$ cat src/rtl/opll_dac_pkg.sv
// Shared definitions for the OPLL audio output stage: mode encoding and the
// saturating gain shift applied to captured samples.
package opll_dac_pkg;

  typedef enum logic [1:0] {
    MODE_LEGACY = 2'd0,
    MODE_PWM    = 2'd1,
    MODE_DSM1   = 2'd2,
    MODE_DSM2   = 2'd3
  } dac_mode_e;

  // Arithmetic left shift clamped to an i_w-bit signed range; o_clip flags clamping.
  function automatic logic signed [63:0] sat_shift(
    input  logic signed [63:0] i_val,
    input  logic        [2:0]  i_sh,
    input  int                 i_w,
    output logic               o_clip
  );
    logic signed [63:0] v_g;
    logic signed [63:0] v_hi;
    logic signed [63:0] v_lo;
    v_g    = i_val <<< i_sh;
    v_hi   = (64'sd1 <<< (i_w - 1)) - 64'sd1;
    v_lo   = -v_hi - 64'sd1;
    o_clip = 1'b0;
    if (v_g > v_hi) begin
      o_clip = 1'b1;
      v_g    = v_hi;
    end else if (v_g < v_lo) begin
      o_clip = 1'b1;
      v_g    = v_lo;
    end
    return v_g;
  endfunction

endpackage

$ cat src/rtl/opll_dac_dsm2.sv
// Second-order 1-bit sigma-delta modulator with saturating integrators.
// The second integrator consumes the freshly updated first integrator, giving NTF (1-z^-1)^2.
module opll_dac_dsm2
  import opll_dac_pkg::*;
#(
  parameter int IN_W  = 16,
  parameter int INT_W = IN_W + 4
) (
  input  logic            clk,
  input  logic            rst,
  input  logic [IN_W-1:0] i_u_q,
  input  logic            i_clear,
  input  logic            i_enable,
  output logic            o_bit
);
  localparam int EXT_W = INT_W + 2;
  localparam logic signed [EXT_W-1:0] FB_MAG = {{(EXT_W-IN_W){1'b0}}, 1'b1, {(IN_W-1){1'b0}}};
  localparam logic signed [EXT_W-1:0] LIM_HI = {{(EXT_W-INT_W+1){1'b0}}, {(INT_W-1){1'b1}}};
  localparam logic signed [EXT_W-1:0] LIM_LO = {{(EXT_W-INT_W+1){1'b1}}, {(INT_W-1){1'b0}}};

  logic signed [INT_W-1:0] r_i1;
  logic signed [INT_W-1:0] r_i2;
  logic                    r_bit;

  logic signed [EXT_W-1:0] w_x;
  logic signed [EXT_W-1:0] w_fb;
  logic signed [EXT_W-1:0] w_i1_sum;
  logic signed [EXT_W-1:0] w_i2_sum;
  logic signed [INT_W-1:0] w_i1_nxt;
  logic signed [INT_W-1:0] w_i2_nxt;

  function automatic logic signed [INT_W-1:0] sat_int(input logic signed [EXT_W-1:0] i_v);
    if (i_v > LIM_HI) return LIM_HI[INT_W-1:0];
    if (i_v < LIM_LO) return LIM_LO[INT_W-1:0];
    return i_v[INT_W-1:0];
  endfunction

  always_comb begin
    // Offset-binary back to two's complement: flip the MSB, then sign-extend.
    w_x      = {{(EXT_W-IN_W+1){~i_u_q[IN_W-1]}}, i_u_q[IN_W-2:0]};
    w_fb     = r_bit ? FB_MAG : -FB_MAG;
    w_i1_sum = {{2{r_i1[INT_W-1]}}, r_i1} + w_x - w_fb;
    w_i1_nxt = sat_int(w_i1_sum);
    w_i2_sum = {{2{r_i2[INT_W-1]}}, r_i2} + {{2{w_i1_nxt[INT_W-1]}}, w_i1_nxt} - w_fb;
    w_i2_nxt = sat_int(w_i2_sum);
  end

  assign o_bit = ~w_i2_nxt[INT_W-1];

  always_ff @(posedge clk or posedge rst) begin
    if (rst) begin
      r_i1  <= '0;
      r_i2  <= '0;
      r_bit <= 1'b0;
    end else if (i_clear) begin
      r_i1  <= '0;
      r_i2  <= '0;
      r_bit <= 1'b0;
    end else if (i_enable) begin
      r_i1  <= w_i1_nxt;
      r_i2  <= w_i2_nxt;
      r_bit <= o_bit;
    end
  end

endmodule

$ cat src/rtl/opll_audio_dac.sv
// OPLL audio output stage: latches the accumulator sample with saturating gain,
// and drives a 1-bit pin (sign / PWM / DSM1 / DSM2) plus a parallel offset-binary bus.
module opll_audio_dac
  import opll_dac_pkg::*;
#(
  parameter int IN_W      = 16,
  parameter int PWM_W     = 8,
  parameter int OUT_PAR_W = 8,
  parameter int INT_W     = IN_W + 4
) (
  input  logic                   clk,
  input  logic                   rst,
  input  logic signed [IN_W-1:0] i_sample,
  input  logic                   i_strb,
  input  logic        [1:0]      i_mode,
  input  logic        [2:0]      i_gain_shift,
  output logic                   o_bit,
  output logic [OUT_PAR_W-1:0]   o_par,
  output logic                   o_valid,
  output logic                   o_clip
);
  localparam logic [IN_W-1:0]      U_MID   = {1'b1, {(IN_W-1){1'b0}}};
  localparam logic [OUT_PAR_W-1:0] PAR_MID = {1'b1, {(OUT_PAR_W-1){1'b0}}};

  logic [IN_W-1:0]      r_u_q;
  logic                 r_sign_q;
  logic                 r_bit;
  logic [OUT_PAR_W-1:0] r_par;
  logic                 r_valid;
  logic                 r_clip;
  logic [1:0]           r_mode_q;
  logic [PWM_W-1:0]     r_pwm_cnt;
  logic [PWM_W-1:0]     r_duty_q;
  logic [IN_W-1:0]      r_acc1;

  logic [IN_W-1:0] w_gain;
  logic [IN_W-1:0] w_u_new;
  logic            w_clip;
  logic            w_mode_chg;
  logic [IN_W:0]   w_acc1_sum;
  logic            w_dsm2_bit;

  always_comb begin
    w_clip     = 1'b0;
    w_gain     = IN_W'(sat_shift(64'(i_sample), i_gain_shift, IN_W, w_clip));
    w_u_new    = {~w_gain[IN_W-1], w_gain[IN_W-2:0]};
    w_mode_chg = (i_mode != r_mode_q);
    w_acc1_sum = {1'b0, r_acc1} + {1'b0, r_u_q};
  end

  opll_dac_dsm2 #(.IN_W(IN_W), .INT_W(INT_W)) u_dsm2 (
    .clk      (clk),
    .rst      (rst),
    .i_u_q    (r_u_q),
    .i_clear  (w_mode_chg),
    .i_enable (r_mode_q == MODE_DSM2),
    .o_bit    (w_dsm2_bit)
  );

  always_ff @(posedge clk or posedge rst) begin
    if (rst) begin
      r_u_q     <= U_MID;
      r_sign_q  <= 1'b0;
      r_bit     <= 1'b0;
      r_par     <= PAR_MID;
      r_valid   <= 1'b0;
      r_clip    <= 1'b0;
      r_mode_q  <= MODE_LEGACY;
      r_pwm_cnt <= '0;
      r_duty_q  <= '0;
      r_acc1    <= '0;
    end else begin
      r_mode_q <= i_mode;
      r_valid  <= i_strb;
      if (i_strb) begin
        r_u_q    <= w_u_new;
        r_sign_q <= i_sample[IN_W-1];
        r_par    <= w_u_new[IN_W-1 -: OUT_PAR_W];
        r_clip   <= w_clip;
      end
      // A mode switch restarts every modulator from a known state with the pin low.
      if (w_mode_chg) begin
        r_pwm_cnt <= '0;
        r_acc1    <= '0;
        r_bit     <= 1'b0;
      end else begin
        case (r_mode_q)
          MODE_LEGACY: r_bit <= i_strb ? i_sample[IN_W-1] : r_sign_q;
          MODE_PWM: begin
            r_pwm_cnt <= r_pwm_cnt + PWM_W'(1);
            if (&r_pwm_cnt) r_duty_q <= r_u_q[IN_W-1 -: PWM_W];
            r_bit <= (r_pwm_cnt < r_duty_q);
          end
          MODE_DSM1: begin
            r_acc1 <= w_acc1_sum[IN_W-1:0];
            r_bit  <= w_acc1_sum[IN_W];
          end
          default: r_bit <= w_dsm2_bit;
        endcase
      end
    end
  end

  assign o_bit   = r_bit;
  assign o_par   = r_par;
  assign o_valid = r_valid;
  assign o_clip  = r_clip;

endmodule
$ cat config.mk
export PLATFORM = sky130hd
export DESIGN_NAME = opll_audio_dac
export DESIGN_NICKNAME = d
export VERILOG_FILES = /design/src/rtl/opll_dac_pkg.sv /design/src/rtl/opll_dac_dsm2.sv /design/src/rtl/opll_audio_dac.sv
export SDC_FILE = /design/constraint.sdc
export NUM_CORES = 1
export LEC_CHECK = 0
export ABC_AREA = 1
export BUFFER_PORTS_ARGS = -buffer_cell sky130_fd_sc_hd__clkbuf_2
export CORE_ASPECT_RATIO = 0.7
export CORE_UTILIZATION = 40
export CTS_CLUSTER_DIAMETER = 120
export DETAILED_ROUTE_END_ITERATION = 6
export PLACE_DENSITY_LB_ADDON = 0.25
export RECOVER_POWER = 50
export SYNTH_ARGS = -nofsm -noshare
export SYNTH_HDL_FRONTEND = slang
export SYNTH_SLANG_ARGS = --single-unit
$ cat constraint.sdc
create_clock -name clk -period 8.2 [get_ports clk]
set_input_delay 0.82 -clock clk [delete_from_list [all_inputs] [get_ports clk]]
set_output_delay 0.82 -clock clk [all_outputs]
set_load 0.05 [all_outputs]
# After elaboration in Yosys (flattened, before gate mapping)
# Cells that the tools add are included.
[op_classes] n_shift=1 n_addsub=6 reduce_logical=5 bitwise=4 eq_ne=4 mux=32 magnitude_cmp=7
[ops] cell="20-bit 2-to-1 mux" n=12
[ops] cell="64-bit by 16-bit > comparator with 1-bit output (second input constant)" n=1
[ops] cell="64-bit by 16-bit < comparator with 1-bit output (second input constant)" n=1
[ops] cell="16-bit 2-to-1 mux" n=4
[ops] cell="16-bit by 3-bit <<< shifter with 64-bit output" n=1
[ops] cell="22-bit by 20-bit > comparator with 1-bit output (second input constant)" n=2
[ops] cell="22-bit by 20-bit < comparator with 1-bit output (second input constant)" n=2
[ops] cell="22-bit subtractor" n=2
[ops] cell="22-bit 2-to-1 mux" n=1
[ops] cell="20-bit by 16-bit adder with 21-bit output" n=1
[ops] cell="20-bit by 20-bit adder with 21-bit output" n=1
[ops] cell="16-bit by 16-bit adder with 17-bit output" n=1
[ops] cell="8-bit 2-to-1 mux" n=2
[ops] cell="1-bit 2-to-1 mux" n=12
[ops] cell="10-bit AND reduction" n=1
[ops] cell="8-bit by 1-bit adder with 8-bit output (second input constant)" n=1
[ops] cell="8-bit < comparator" n=1
[ops] cell="2-bit nonzero test" n=3
[ops] cell="2-bit equality test (second input constant)" n=2
[ops] cell="1-bit inverter" n=4
[ops] cell="1-bit one-hot mux with 3 select lines" n=1
[ops] cell="2-bit by 1-bit equality test with 1-bit output (second input constant)" n=1
[ops] cell="2-bit logical NOT" n=1
[ops] cell="2-bit != test" n=1
[word_totals] output_inout_bits=11 regBits=103 elab_cells=72 input_bits=24

# Logic depth before layout (Yosys ltp)
# Gate-level depths: netlist of the first run.
[depth] depth_word=18 depth_mapped=49

# Hierarchy
# A second synthesis of the first run with hierarchy kept.
[hier_totals] hier_cells=1154 area_unflattened_um2=8167.8
[modules_own_cells] module="opll_dac_dsm2" area_per_inst_um2=4186.5 instances=1 cells_each=596
[modules_own_cells] module="opll_audio_dac" area_per_inst_um2=3981.3 instances=1 cells_each=558

# Least setup slack after synthesis of the first run
# Ideal clock, no wire load.
[synth_timing] path_type="reg-to-reg" start="reg r_u_q[0]" end="reg u_dsm2.r_i2[11]" synth_period_minus_slack_ns=6.170 arrival_ns=6.102 slack_ns=2.030 stages_incl_launch_ff=48 cell_sequence="dfrtp_1 ha_1 inv_1 fa_1 inv_1 nand3_1 nand2_1 a21boi_1 o21ai_0 nand3_1 nand2_1 a21boi_1 xor2_1 inv_1 ha_1 inv_1 nor3_1 nand3_2 [... 12 more ...] nand2_1 a21o_1 nand3_1 nand2_1 nand2_1 nand2_1 a21oi_1 xor2_1 ha_1 nand3_1 nand2_1 nand2_1 a22oi_1 inv_1 nand2_2 buf_4 nand3_1 nand3_1"
[synth_between] elab_chain_cells=16 elab_cells_between_ends=22 classes_between="add/sub: 4; order compare: 4; mux: 14"
[synth_rtl] element="start, declared" line_no="opll_audio_dac.sv:25" source="logic [IN_W-1:0] r_u_q;"
[synth_rtl] element="start signal, assigned" line_no="opll_audio_dac.sv:76" source="r_u_q <= w_u_new;"
[synth_rtl] element="20-bit by 16-bit adder with 21-bit output *" line_no="opll_dac_dsm2.sv:42" source="w_i1_sum = {{2{r_i1[INT_W-1]}}, r_i1} + w_x - w_fb;"
[synth_rtl] element="22-bit subtractor *" line_no="opll_dac_dsm2.sv:42"
[synth_rtl] element="22-bit by 20-bit < comparator with 1-bit output" line_no="opll_dac_dsm2.sv:34" source="if (i_v < LIM_LO) return LIM_LO[INT_W-1:0];"
[synth_rtl] element="1-bit 2-to-1 mux (2 in a row)" line_no="opll_dac_dsm2.sv:34"
[synth_rtl] element="20-bit 2-to-1 mux" line_no="opll_dac_dsm2.sv:35" source="return i_v[INT_W-1:0];"
[synth_rtl] element="20-bit 2-to-1 mux *" line_no="opll_dac_dsm2.sv:34"
[synth_rtl] element="20-bit by 20-bit adder with 21-bit output *" line_no="opll_dac_dsm2.sv:44" source="w_i2_sum = {{2{r_i2[INT_W-1]}}, r_i2} + {{2{w_i1_nxt[INT_W-1]}}, w_i1_nxt} - w_fb;"
[synth_rtl] element="22-bit subtractor *" line_no="opll_dac_dsm2.sv:44"
[synth_rtl] element="22-bit by 20-bit < comparator with 1-bit output" line_no="opll_dac_dsm2.sv:34"
[synth_rtl] element="1-bit 2-to-1 mux (2 in a row)" line_no="opll_dac_dsm2.sv:34"
[synth_rtl] element="20-bit 2-to-1 mux" line_no="opll_dac_dsm2.sv:35"
[synth_rtl] element="20-bit 2-to-1 mux *" line_no="opll_dac_dsm2.sv:34"
[synth_rtl] element="20-bit 2-to-1 mux *" line_no="opll_dac_dsm2.sv:59" source="end else if (i_enable) begin"
[synth_rtl] element="20-bit 2-to-1 mux *" line_no="opll_dac_dsm2.sv:55" source="end else if (i_clear) begin"
[synth_rtl] element="end signal, assigned" line_no="opll_dac_dsm2.sv:61" source="r_i2 <= w_i2_nxt;"
[synth_rtl] element="end, declared" line_no="opll_dac_dsm2.sv:22" source="logic signed [INT_W-1:0] r_i2;"
# Mark *: on every way between the ends. The rest lies on a longest branch, timed or not. The select of a mux whose other input is x is not followed.
# A chain may end at the register's enable or synchronous reset.

# Worst setup path after layout of the first run
[layout_timing] start="reg r_u_q[0]" end="reg u_dsm2.r_i2[10]"
# The elaborated chain is that of the path after synthesis.

==> results of run 1 <==
## worst max path at each step
| stage | from | to | slack (ns) | depth (start not counted) |
|---|---|---|---|---|
| after floorplan | r_u_q[0]$_DFFE_PP0P_ | u_dsm2.r_i2[11]$_DFFE_PP0P_ | 2.03 | 47 |
| after global placement | r_u_q[0]$_DFFE_PP0P_ | u_dsm2.r_i2[14]$_DFFE_PP0P_ | 1.08 | 45 |
| after detailed placement | r_u_q[0]$_DFFE_PP0P_ | u_dsm2.r_i2[10]$_DFFE_PP0P_ | 0.81 | 45 |
| after CTS | r_u_q[0]$_DFFE_PP0P_ | u_dsm2.r_i2[14]$_DFFE_PP0P_ | 0.77 | 45 |
| after global routing | r_u_q[0]$_DFFE_PP0P_ | u_dsm2.r_i2[14]$_DFFE_PP0P_ | 0.09 | 45 |
| final | r_u_q[0]$_DFFE_PP0P_ | u_dsm2.r_i2[10]$_DFFE_PP0P_ | 1.02 | 45 |
## metrics by stage
step                      total power, mW  hold slack, ns  cells
final                                2.20           0.486   1375
after global routing                 2.40           0.502   1375
after CTS                            2.19           0.492   1375
after detailed placement             1.74           0.473   1359
after global placement               1.75           0.467   1359
after floorplan                      1.51           0.441   1092
## what timing repair did
item	4_1_cts	5_1_grt
setup endpoints to repair	0	16
gates resized for setup	0	3
buffers inserted	0	0
## kinds of logic after synthesis
logic type | after synthesis
flip-flops | 95
multiplexers | 14
XOR/XNOR | 41
AO/OA/AOI/OAI | 198
adder cells (fa/ha/maj) | 79
buffers and inverters | 147
AND/OR/NAND/NOR | 518
## power groups by stage
stage / clock (mW) / sequential [mW] / combinational, mW
5_1_grt: 0.471 / 0.574 / 1.35
3_3_place_gp: 0 / 0.576 / 1.17
2_1_floorplan: 0 / 0.560 / 0.951
6_report: 0.443 / 0.567 / 1.19
4_1_cts: 0.455 / 0.567 / 1.17
3_5_place_dp: 0 / 0.576 / 1.16
## synth_stat cells, types with 5 or more instances
master / number
sky130_fd_sc_hd__nand2_1: 325
sky130_fd_sc_hd__inv_1: 108
sky130_fd_sc_hd__dfrtp_1: 94
sky130_fd_sc_hd__a21oi_1: 82
sky130_fd_sc_hd__nand3_1: 76
sky130_fd_sc_hd__ha_1: 74
sky130_fd_sc_hd__o21ai_0: 62
sky130_fd_sc_hd__nor2_1: 60
sky130_fd_sc_hd__xor2_1: 28
sky130_fd_sc_hd__nand2_2: 20
sky130_fd_sc_hd__xnor2_1: 13
sky130_fd_sc_hd__nor3_1: 12
sky130_fd_sc_hd__a21oi_2: 10
sky130_fd_sc_hd__buf_4: 10
sky130_fd_sc_hd__clkbuf_1: 10
sky130_fd_sc_hd__o21ai_1: 10
sky130_fd_sc_hd__buf_6: 9
sky130_fd_sc_hd__mux2_4: 7
sky130_fd_sc_hd__mux2i_1: 7
sky130_fd_sc_hd__a21o_1: 5
sky130_fd_sc_hd__a31oi_1: 5
sky130_fd_sc_hd__buf_2: 5
sky130_fd_sc_hd__fa_1: 5
sky130_fd_sc_hd__nand3_2: 5
sky130_fd_sc_hd__o31ai_1: 5
## flip-flops by register name, summed over array words and instances, names as in the netlist, 2 cells and up
name,count
u_dsm2.r_i2,20
r_u_q,16
r_acc1,16
r_duty_q,8
r_mode_q,2
r_pwm_cnt,8
u_dsm2.r_i1,20
## area by class of cell
type | count | area share
multi-input combinational | 850 | 0.575
sequential | 95 | 0.279
inverter | 112 | 0.0497
tap | 264 | 0.0387
clock buffer | 9 | 0.0264
timing repair buffer | 38 | 0.0221
clock inverter | 7 | 0.00909
## layer usage
metal | global-route usage | part of all wire | vias to the layer above
met2 | 0.283 | 0.38 | 129
met1 | 0.333 | 0.57 | 3141
met5 | 0 | 0 | -
met4 | 0.0411 | 0.0089 | 0
li1 | - | - | 3626
met3 | 0.0330 | 0.044 | 14
## worst max-delay path, delay by kind of cell (launching register included)
kind / cells / cell delay, ns
AND/OR/NAND/NOR: 23 / 2.60
adder cells (fa/ha/maj): 6 / 1.86
AO/OA/AOI/OAI: 7 / 1.26
buffers and inverters: 7 / 0.68
flip-flops: 1 / 0.39
XOR/XNOR: 2 / 0.30
==> run_results.csv, run 1 <==
group,metric,value,unit
outcome,status,"complete, but fails checks",
outcome,violations,"capacitance limit, slew limit",
floorplanning,boundaryPins,35,
final_layout,share_of_the_core_filled_with_cells,0.445,
synth,yosysWarningCount,0,
synth,postSynthRegisterBits,95,
clock_tree,clk_transition_reported_paths,0.07,ns
pwr,power.switching,1.02,mW
final_layout,diodes,0,
route,drt_pass1_iterations,5,
grt,residual_overflow_from_global_routing,0,
critical_path,cpMaxStageDelayCell,"sky130_fd_sc_hd__fa_1",
pwr,switching_share,0.466,
synth,synthArstFlopShare,1.00,
synth,synth_simple_gate_area_frac,0.279,
sta,worstMarginPinSlew,3.27,ns
final_layout,seq_area,2380,um^2
final_layout,stdcell_area,8530,um^2
critical_path,critPathMaxFanout,20,
critical_path,crit-reg2reg-launch,"r_u_q[0]$_DFFE_PP0P_",
synth,synth_mux_area_frac,0.0221,
pwr,powerDensity,257,nW/um^2
min_path,hold-path-endpoint,"u_dsm2.r_i1[10]$_DFFE_PP0P_",
sta,layout_min_cycle_time,7.18,ns
pwr,p_leak,4.67,nW
critical_path,worstSetupEndpointType,"flip-flop",
critical_path,cp_data_arrival_time,7.45,ns
route,average_routed_wire_per_standard_cell,14.3,um
run,drv.max_cap_violation_count,2,
clock_tree,cts-buffers-inserted,9,
sta,finalSetupViolCount,0,
synth,yosysUniqueCellTypes,51,
place,buffer_ports.inserted,34,
floorplanning,die_area,20400,um^2
floorplanning,initial_utilization,0.414,
final_layout,final_layout_size_suffix_gt1_frac,0.0945,
critical_path,cpMostUsedCell,"sky130_fd_sc_hd__nand2_1",
synth,adder_cell_area_share_of_the_yosys_netlist,0.129,
pwr,peakVddDrop,0.142,mV
clock_tree,clock_tree.root_cell,"sky130_fd_sc_hd__clkbuf_16",
critical_path,crit-reg2reg-capture,"u_dsm2.r_i2[10]$_DFFE_PP0P_",
min_path,hold_path.startpoint,"u_dsm2.r_i1[10]$_DFFE_PP0P_",
synth,syn_area,7940,um^2
grt,grt_first_pass_wirelength,33100,um
route,drt-initial-drc-count,500,
place,globalplace.congestion,0.867,
sta,timing_max_transition_violations_final,98,
synth,synth-xor-area-share,0.0452,
sta,grt_setup_unrepaired,"no",
grt,first_global_vias,6459,
route,finalWirelength,19600,um
sta,period_share,0.875,
final_layout,most_common_cell_after_layout_fill_and_taps_aside,"sky130_fd_sc_hd__nand2_1",
sta,timing.final.hold_violations,0,
sta,max_freq,139,MHz
clock_tree,holdBufCountCts,0,
pwr,seqPwrFrac,0.258,
floorplanning,coreArea,19200,um^2
clock_tree,clk_latency,0.36,ns
critical_path,worstSetupStartpointType,"flip-flop",
route,ant_nets,0,
floorplanning,die_w,170,um
synth,post-synth-top-area-cell,"sky130_fd_sc_hd__dfrtp_1",
synth,synth_edf_count,0,
final_layout,final_nets,1209,
floorplanning,placement_rows,42,
pwr,power.clock.fraction,0.202,
route,drc_errors,0,
clock_tree,cts_max_level,3,
sta,setup_total_negative_slack,0,ns
critical_path,worst-endpoint-required,8.48,ns
place,post_dp_cell_area,8230,um^2
synth,largest_family_of_logic_cells_by_synthesized_area,"simple AND/OR/NAND/NOR gates",
final_layout,layout_common_cells,"325 x sky130_fd_sc_hd__nand2_1, 108 x sky130_fd_sc_hd__inv_1, 94 x sky130_fd_sc_hd__dfrtp_1",
min_path,min_path_cells,2,
synth,synth.top_cells.by_area,"sky130_fd_sc_hd__dfrtp_1 30%, sky130_fd_sc_hd__nand2_1 15%, sky130_fd_sc_hd__ha_1 12%",
synth,synth_area_per_cell,7.27,um^2
critical_path,slowest_delay,0.41,ns
critical_path,r2r_setup_slack,1.02,ns
final_layout,syn2layout_area_growth,7.50,%
synth,syn_inst,1092,
clock_tree,cts_sinks,95,
place,place_ws,0.807,ns
min_path,hold_path_class,"flip-flop to flip-flop",
grt,grt_start_max_net_pins,60,
route,dr_vias,6910,
grt,antenna_found_initial,0,
final_layout,filler_cell_count,1995,
critical_path,timing.setup.critical_path_class,"flip-flop to flip-flop",
final_layout,multi_input_comb_area,4910,um^2
sta,worst_slew_margin_rel,-1.18,
synth,synth_top_cell_area_share,0.296,
sta,clock_skew,0.0100,ns
sta,post-route-worst-setup-slack,1.02,ns
grt,overall_routing_resource_usage,0.207,
synth,seq_area_frac_synth,0.300,
synth,synth-compound-area-share,0.141,
critical_path,logic_depth_of_the_worst_register_to_register_path,45,
synth,synth_nets,1195,
pwr,intPower,1.17,mW
route,detail_route.vias_per_cell,5.03,
floorplanning,die_h,120,um
clock_tree,largest_buffer_count_on_any_clock_path,2,
place,dp_hpwl,15000,um
synth,synth-main-ff-cell,"sky130_fd_sc_hd__dfrtp_1",
pwr,power_frac_comb,0.540,
clock_tree,cts_tree,"done",
Note: power is estimated with default switching activity, not from simulation.
==> inputs of run 2 (changes only) <==
Settings changed: CORE_UTILIZATION 40 to 63, GPL_TIMING_DRIVEN from default to 0.
==> run 2 against run 1 <==
  * The run still ends with capacitance limit, slew limit left
  * Clock power hardly changed
  * Worst setup slack lost 0.32 ns
  * Die area shrank 36%
  * Highest routed layer unchanged
  * Register-to-register slack worse by 0.32 ns
  * Critical path depth increased by 1
  * Largest cell class unchanged
  * Count of clock-buffer cells in the layout did not move
==> run_results.csv, run 2 (synthesis results as in run 1) <==
group,metric,value,unit
sta,finalHoldWorstSlack,0.492,ns
critical_path,crit-reg2reg-launch,"r_u_q[1]$_DFFE_PP0P_",
clock_tree,cts_tree,"done",
critical_path,worstSetupStartpointType,"flip-flop",
route,drt-initial-drc-count,525,
floorplanning,die_area,13100,um^2
grt,overall_routing_resource_usage,0.313,
sta,timing.final.hold_violations,0,
route,ant_nets,0,
clock_tree,clk_latency,0.36,ns
floorplanning,die_h,95.9,um
pwr,peakVddDrop,0.250,mV
final_layout,final_layout_size_suffix_gt1_frac,0.110,
floorplanning,initial_utilization,0.663,
grt,first_global_vias,6613,
critical_path,worst-endpoint-required,8.49,ns
grt,residual_overflow_from_global_routing,0,
grt,grt_first_pass_wirelength,32000,um
final_layout,final_nets,1238,
floorplanning,die_w,136,um
pwr,p_leak,4.78,nW
pwr,powerDensity,259,nW/um^2
critical_path,cp_data_arrival_time,7.79,ns
route,finalWirelength,19000,um
grt,antenna_found_initial,0,
critical_path,critPathTopFamily,"simple AND/OR/NAND/NOR gates",
outcome,status,"complete, but fails checks",
sta,clock_skew,0.0120,ns
sta,finalSetupViolCount,0,
sta,max_freq,133,MHz
place,dp_hpwl,14700,um
clock_tree,clock_tree.root_cell,"sky130_fd_sc_hd__clkbuf_16",
route,drt_pass1_iterations,5,
floorplanning,boundaryPins,35,
clock_tree,cts.repair_timing.setup_buffer_count,0,
route,detail_route.vias_per_cell,5.67,
outcome,violations,"capacitance limit, slew limit",
clock_tree,holdBufCountCts,0,
final_layout,reg.largest.list,"u_dsm2.r_i1: 20 flops, u_dsm2.r_i2: 20 flops",
critical_path,cpMaxStageDelayCell,"sky130_fd_sc_hd__dfrtp_1",
critical_path,slowest_delay,0.51,ns
sta,grt_setup_unrepaired,"no",
clock_tree,cts_repair_resize_count,0,
critical_path,worstSetupEndpointType,"flip-flop",
min_path,hold_path_class,"flip-flop to flip-flop",
place,globalplace.congestion,0.908,
place,buffer_ports.inserted,31,
floorplanning,coreArea,12000,um^2
final_layout,most_common_cell_after_layout_fill_and_taps_aside,"sky130_fd_sc_hd__nand2_1",
grt,gr-usage-met1,0.471,
final_layout,diodes,0,
grt,grt.met3_usage,0.0484,
clock_tree,cts_max_level,3,
critical_path,cp.buffers_inverters,8,
final_layout,layout_common_cells,"325 x sky130_fd_sc_hd__nand2_1, 107 x sky130_fd_sc_hd__inv_1, 94 x sky130_fd_sc_hd__dfrtp_1",
sta,period_share,0.915,
min_path,hold_path.startpoint,"u_dsm2.r_i1[2]$_DFFE_PP0P_",
critical_path,critical_path.startpoint,"r_u_q[1]$_DFFE_PP0P_",
clock_tree,largest_buffer_count_on_any_clock_path,2,
critical_path,r2r_setup_slack,0.70,ns
clock_tree,cts_sinks,95,
run,drv.max_cap_violation_count,2,
clock_tree,cts-buffers-inserted,9,
sta,timing_max_transition_violations_final,98,
sta,layout_min_cycle_time,7.50,ns
sta,setup_total_negative_slack,0,ns
sta,worst_slew_margin_rel,-1.02,
route,average_routed_wire_per_standard_cell,14.7,um
sta,worstMarginPinSlew,3.03,ns
floorplanning,placement_rows,33,
critical_path,timing.setup.critical_path_class,"flip-flop to flip-flop",
clock_tree,clk_transition_reported_paths,0.07,ns
final_layout,syn2layout_area_growth,8.34,%
critical_path,cpMostUsedCell,"sky130_fd_sc_hd__nand2_1",
grt,grt_start_max_net_pins,57,
grt,grt.busiest_layer,"met1",
critical_path,critPathMaxFanout,10,
route,dr_vias,7352,
grt,grt.met2_usage,0.470,
route,drc_errors,0,
run 2: worst min-delay path, stage by stage (launching register included):
cell	delay, ns
sky130_fd_sc_hd__dfrtp_1	0.35
sky130_fd_sc_hd__nand2_1	0.05
sky130_fd_sc_hd__nand2_1	0.06
run 2: final cells by class:
type,count,area (um^2)
fill,1030,3370
tap,157,196
timing repair buffer,32,155
buffer,35,241
clock inverter,7,80.1
clock buffer,9,225
multi-input combinational,850,4900
sequential,95,2380
inverter,112,424
run 2: final timing paths:
check                                                   end  cells after the start
worst max-delay path             u_dsm2.r_i2[4]$_DFFE_PP0P_                     46
worst min-delay path             u_dsm2.r_i1[2]$_DFFE_PP0P_                      2
worst max register to register   u_dsm2.r_i2[4]$_DFFE_PP0P_                     46
worst min register to register   u_dsm2.r_i1[2]$_DFFE_PP0P_                      2
max in group asynchronous             r_acc1[2]$_DFFE_PP0P_                      3
min in group asynchronous       u_dsm2.r_i1[19]$_DFFE_PP0P_                      2
run 2: power breakdown:
group          leakage (nW)  switching [mW]  internal, mW
logic                  3.37           0.782         0.441
clock network         0.148           0.199         0.241
registers              1.26          0.0479         0.519
total                  4.78            1.03          1.20
run 2: per-layer routing:
metal  share of wire  up-vias
met1            0.50     3428
met2            0.42      219
met3           0.067       21
met4           0.012        0
met5               0        -
li1                -     3684
run 2: stage by stage:
stage          cell area (um^2)  worst slack (ns)  utilization  power (mW)  cells
2_1_floorplan              7940              2.03            -        1.51   1092
3_3_place_gp               8290             0.659        0.692        1.74   1280
3_5_place_dp               8320             0.538        0.695        1.77   1281
4_1_cts                    8630             0.459        0.720        2.22   1297
5_1_grt                    8600            0.0902        0.718        2.41   1297
6_report                   8600             0.700        0.718        2.23   1297
==> inputs of run 3 (changes only) <==
Settings changed: CORE_ASPECT_RATIO 0.7 to default.
==> run 3 against run 2 <==
  * The flow still finishes with violations (capacitance limit, slew limit)
  * Sequential share of layout area about the same
  * Critical path depth increased by 1
  * Combinational power about the same
  * Clock power decreased by 6.8%
  * Cell area about the same
  * Critical path type unchanged
  * Critical endpoint is now u_dsm2.r_i2[7]$_DFFE_PP0P_
  * Largest power group unchanged
==> run_results.csv, run 3 (synthesis results as in run 1) <==
group,metric,value,unit
outcome,status,"complete, but fails checks",
outcome,violations,"capacitance limit, slew limit",
place,dp_hpwl,13900,um
floorplanning,placement_rows,40,
sta,clock_skew,0.00706,ns
run,drv.max_cap_violation_count,2,
place,post_dp_cell_area,8330,um^2
clock_tree,cts-buffers-inserted,9,
clock_tree,clk_latency,0.36,ns
grt,first_global_vias,6829,
clock_tree,cts_max_level,3,
critical_path,critPathMaxFanout,10,
critical_path,worstSetupEndpointType,"flip-flop",
clock_tree,largest_buffer_count_on_any_clock_path,2,
critical_path,worstSetupStartpointType,"flip-flop",
pwr,peakVddDrop,0.150,mV
min_path,hold_path.startpoint,"r_sign_q$_DFF_PP0_",
final_layout,stdcell_area,8590,um^2
floorplanning,die_area,13100,um^2
final_layout,diodes,0,
sta,worstMarginPinSlew,2.81,ns
sta,setup_total_negative_slack,0,ns
pwr,design_power_total,2.18,mW
pwr,p_leak,4.77,nW
final_layout,share_of_the_core_filled_with_cells,0.707,
critical_path,worstSetupPathDepth,47,
min_path,hold_path_class,"flip-flop to flip-flop",
critical_path,cpMostUsedCell,"sky130_fd_sc_hd__nand2_1",
place,globalplace.congestion,0.924,
critical_path,slowest_delay,0.43,ns
place,buffer_ports.inserted,31,
sta,period_share,0.917,
critical_path,crit-reg2reg-launch,"r_u_q[0]$_DFFE_PP0P_",
route,met1Wirelength,8600,um
final_layout,layout_common_cells,"325 x sky130_fd_sc_hd__nand2_1, 107 x sky130_fd_sc_hd__inv_1, 94 x sky130_fd_sc_hd__dfrtp_1",
critical_path,critPathTopFamily,"simple AND/OR/NAND/NOR gates",
route,average_routed_wire_per_standard_cell,13.8,um
final_layout,final_layout_size_suffix_gt1_frac,0.109,
critical_path,r2r_setup_slack,0.68,ns
min_path,min_path_cells,2,
pwr,intPower,1.18,mW
grt,antenna_found_initial,0,
clock_tree,cts_sinks,95,
critical_path,critical_path.startpoint,"r_u_q[0]$_DFFE_PP0P_",
critical_path,cp.buffers_inverters,8,
grt,grt_start_max_net_pins,54,
floorplanning,die_w,114,um
sta,layout_min_cycle_time,7.52,ns
route,met2_length,8380,um
floorplanning,boundaryPins,35,
clock_tree,clock_tree.root_cell,"sky130_fd_sc_hd__clkbuf_16",
sta,worst_slew_margin_rel,-0.871,
sta,timing.final.hold_violations,0,
route,detailroute.wirelength.met3,638,um
critical_path,logic_depth_of_the_worst_register_to_register_path,47,
pwr,seqPwrFrac,0.260,
pwr,switching_share,0.457,
grt,overall_routing_resource_usage,0.298,
route,dr_vias,7175,
final_layout,most_common_cell_after_layout_fill_and_taps_aside,"sky130_fd_sc_hd__nand2_1",
sta,finalSetupViolCount,0,
floorplanning,initial_utilization,0.653,
grt,grt_first_pass_wirelength,31100,um
clock_tree,clk_transition_reported_paths,0.07,ns
route,detail_route.vias_per_cell,5.49,
pwr,power.clock.fraction,0.188,
sta,grt_setup_unrepaired,"no",
critical_path,cpMaxStageDelayCell,"sky130_fd_sc_hd__dfrtp_1",
route,finalWirelength,18000,um
critical_path,timing.setup.critical_path_class,"flip-flop to flip-flop",
sta,timing_max_transition_violations_final,98,
route,drt-initial-drc-count,450,
route,drc_errors,0,
critical_path,timing.critical_path.to,"u_dsm2.r_i2[7]$_DFFE_PP0P_",
route,dr.max_layer_used,"met4",
pwr,power.switching,0.998,mW
route,drt_pass1_iterations,5,
floorplanning,coreArea,12200,um^2
route,ant_nets,0,
sta,max_freq,133,MHz
final_layout,reg.largest.list,"u_dsm2.r_i1: 20 flops, u_dsm2.r_i2: 20 flops",
grt,residual_overflow_from_global_routing,0,
pwr,powerDensity,254,nW/um^2
final_layout,final_nets,1238,
critical_path,worst-endpoint-required,8.49,ns
floorplanning,die_h,114,um
clock_tree,cts_tree,"done",
critical_path,cp_data_arrival_time,7.81,ns
pwr,power_frac_comb,0.552,
critical_path,crit-reg2reg-capture,"u_dsm2.r_i2[7]$_DFFE_PP0P_",
final_layout,syn2layout_area_growth,8.26,%
run 3: layout make-up:
class	count	area (um^2)
plain buffers	35	241
clock buffers	12	256
clock inverters	4	28.8
fillers	1033	3570
inverters	112	424
multi-input cells	850	4900
flip-flops and latches	95	2380
well taps	168	210
repair buffers	32	155
run 3: per-stage QoR:
step | worst slack, ns | hold WS [ns] | std cells
2_1_floorplan | 2.03 | 0.441 | 1092
3_3_place_gp | 0.746 | 0.464 | 1291
4_1_cts | 0.548 | 0.492 | 1308
3_5_place_dp | 0.664 | 0.466 | 1292
5_1_grt | 0.0374 | 0.514 | 1308
6_report | 0.678 | 0.492 | 1308
run 3: how the worst min path moves through the flow:
stage | to | slack, ns
6_report | r_sign_q$_DFF_PP0_ | 0.49
5_1_grt | r_acc1[13]$_DFFE_PP0P_ | 0.51
4_1_cts | r_acc1[11]$_DFFE_PP0P_ | 0.49
3_5_place_dp | r_sign_q$_DFF_PP0_ | 0.47
3_3_place_gp | r_sign_q$_DFF_PP0_ | 0.46
2_1_floorplan | r_sign_q$_DFF_PP0_ | 0.44
run 3: per-layer routing:
layer | global-route usage | vias up
met2 | 0.498 | 144
met5 | 0 | -
li1 | - | 3688
met4 | 0.109 | 0
met1 | 0.398 | 3313
met3 | 0.0360 | 30
run 3: power by group through the flow:
stage	logic, mW	clock network (mW)	registers, mW
6_report	1.21	0.410	0.567
5_1_grt	1.36	0.430	0.572
4_1_cts	1.19	0.415	0.566
3_5_place_dp	1.18	0	0.575
3_3_place_gp	1.16	0	0.573
2_1_floorplan	0.951	0	0.560
run 3: what timing repair did:
| item | 4_1_cts | 5_1_grt |
|---|---|---|
| hold buffers | 0 | 0 |
| endpoints found under the setup margin | 0 | 20 |
| setup buffers | 0 | 0 |
| resized for setup | 0 | 1 |
run 3: worst reg2reg max path, delay by kind of cell (launching register included):
kind	cells	cell delay, ns
xor gates and xnor gates	2	0.23
and+or+nand+nor	24	2.43
AOI/OAI and AO/OA	7	1.47
DFF	1	0.43
adders and majority gates	6	1.93
buffers and inverters	8	0.97
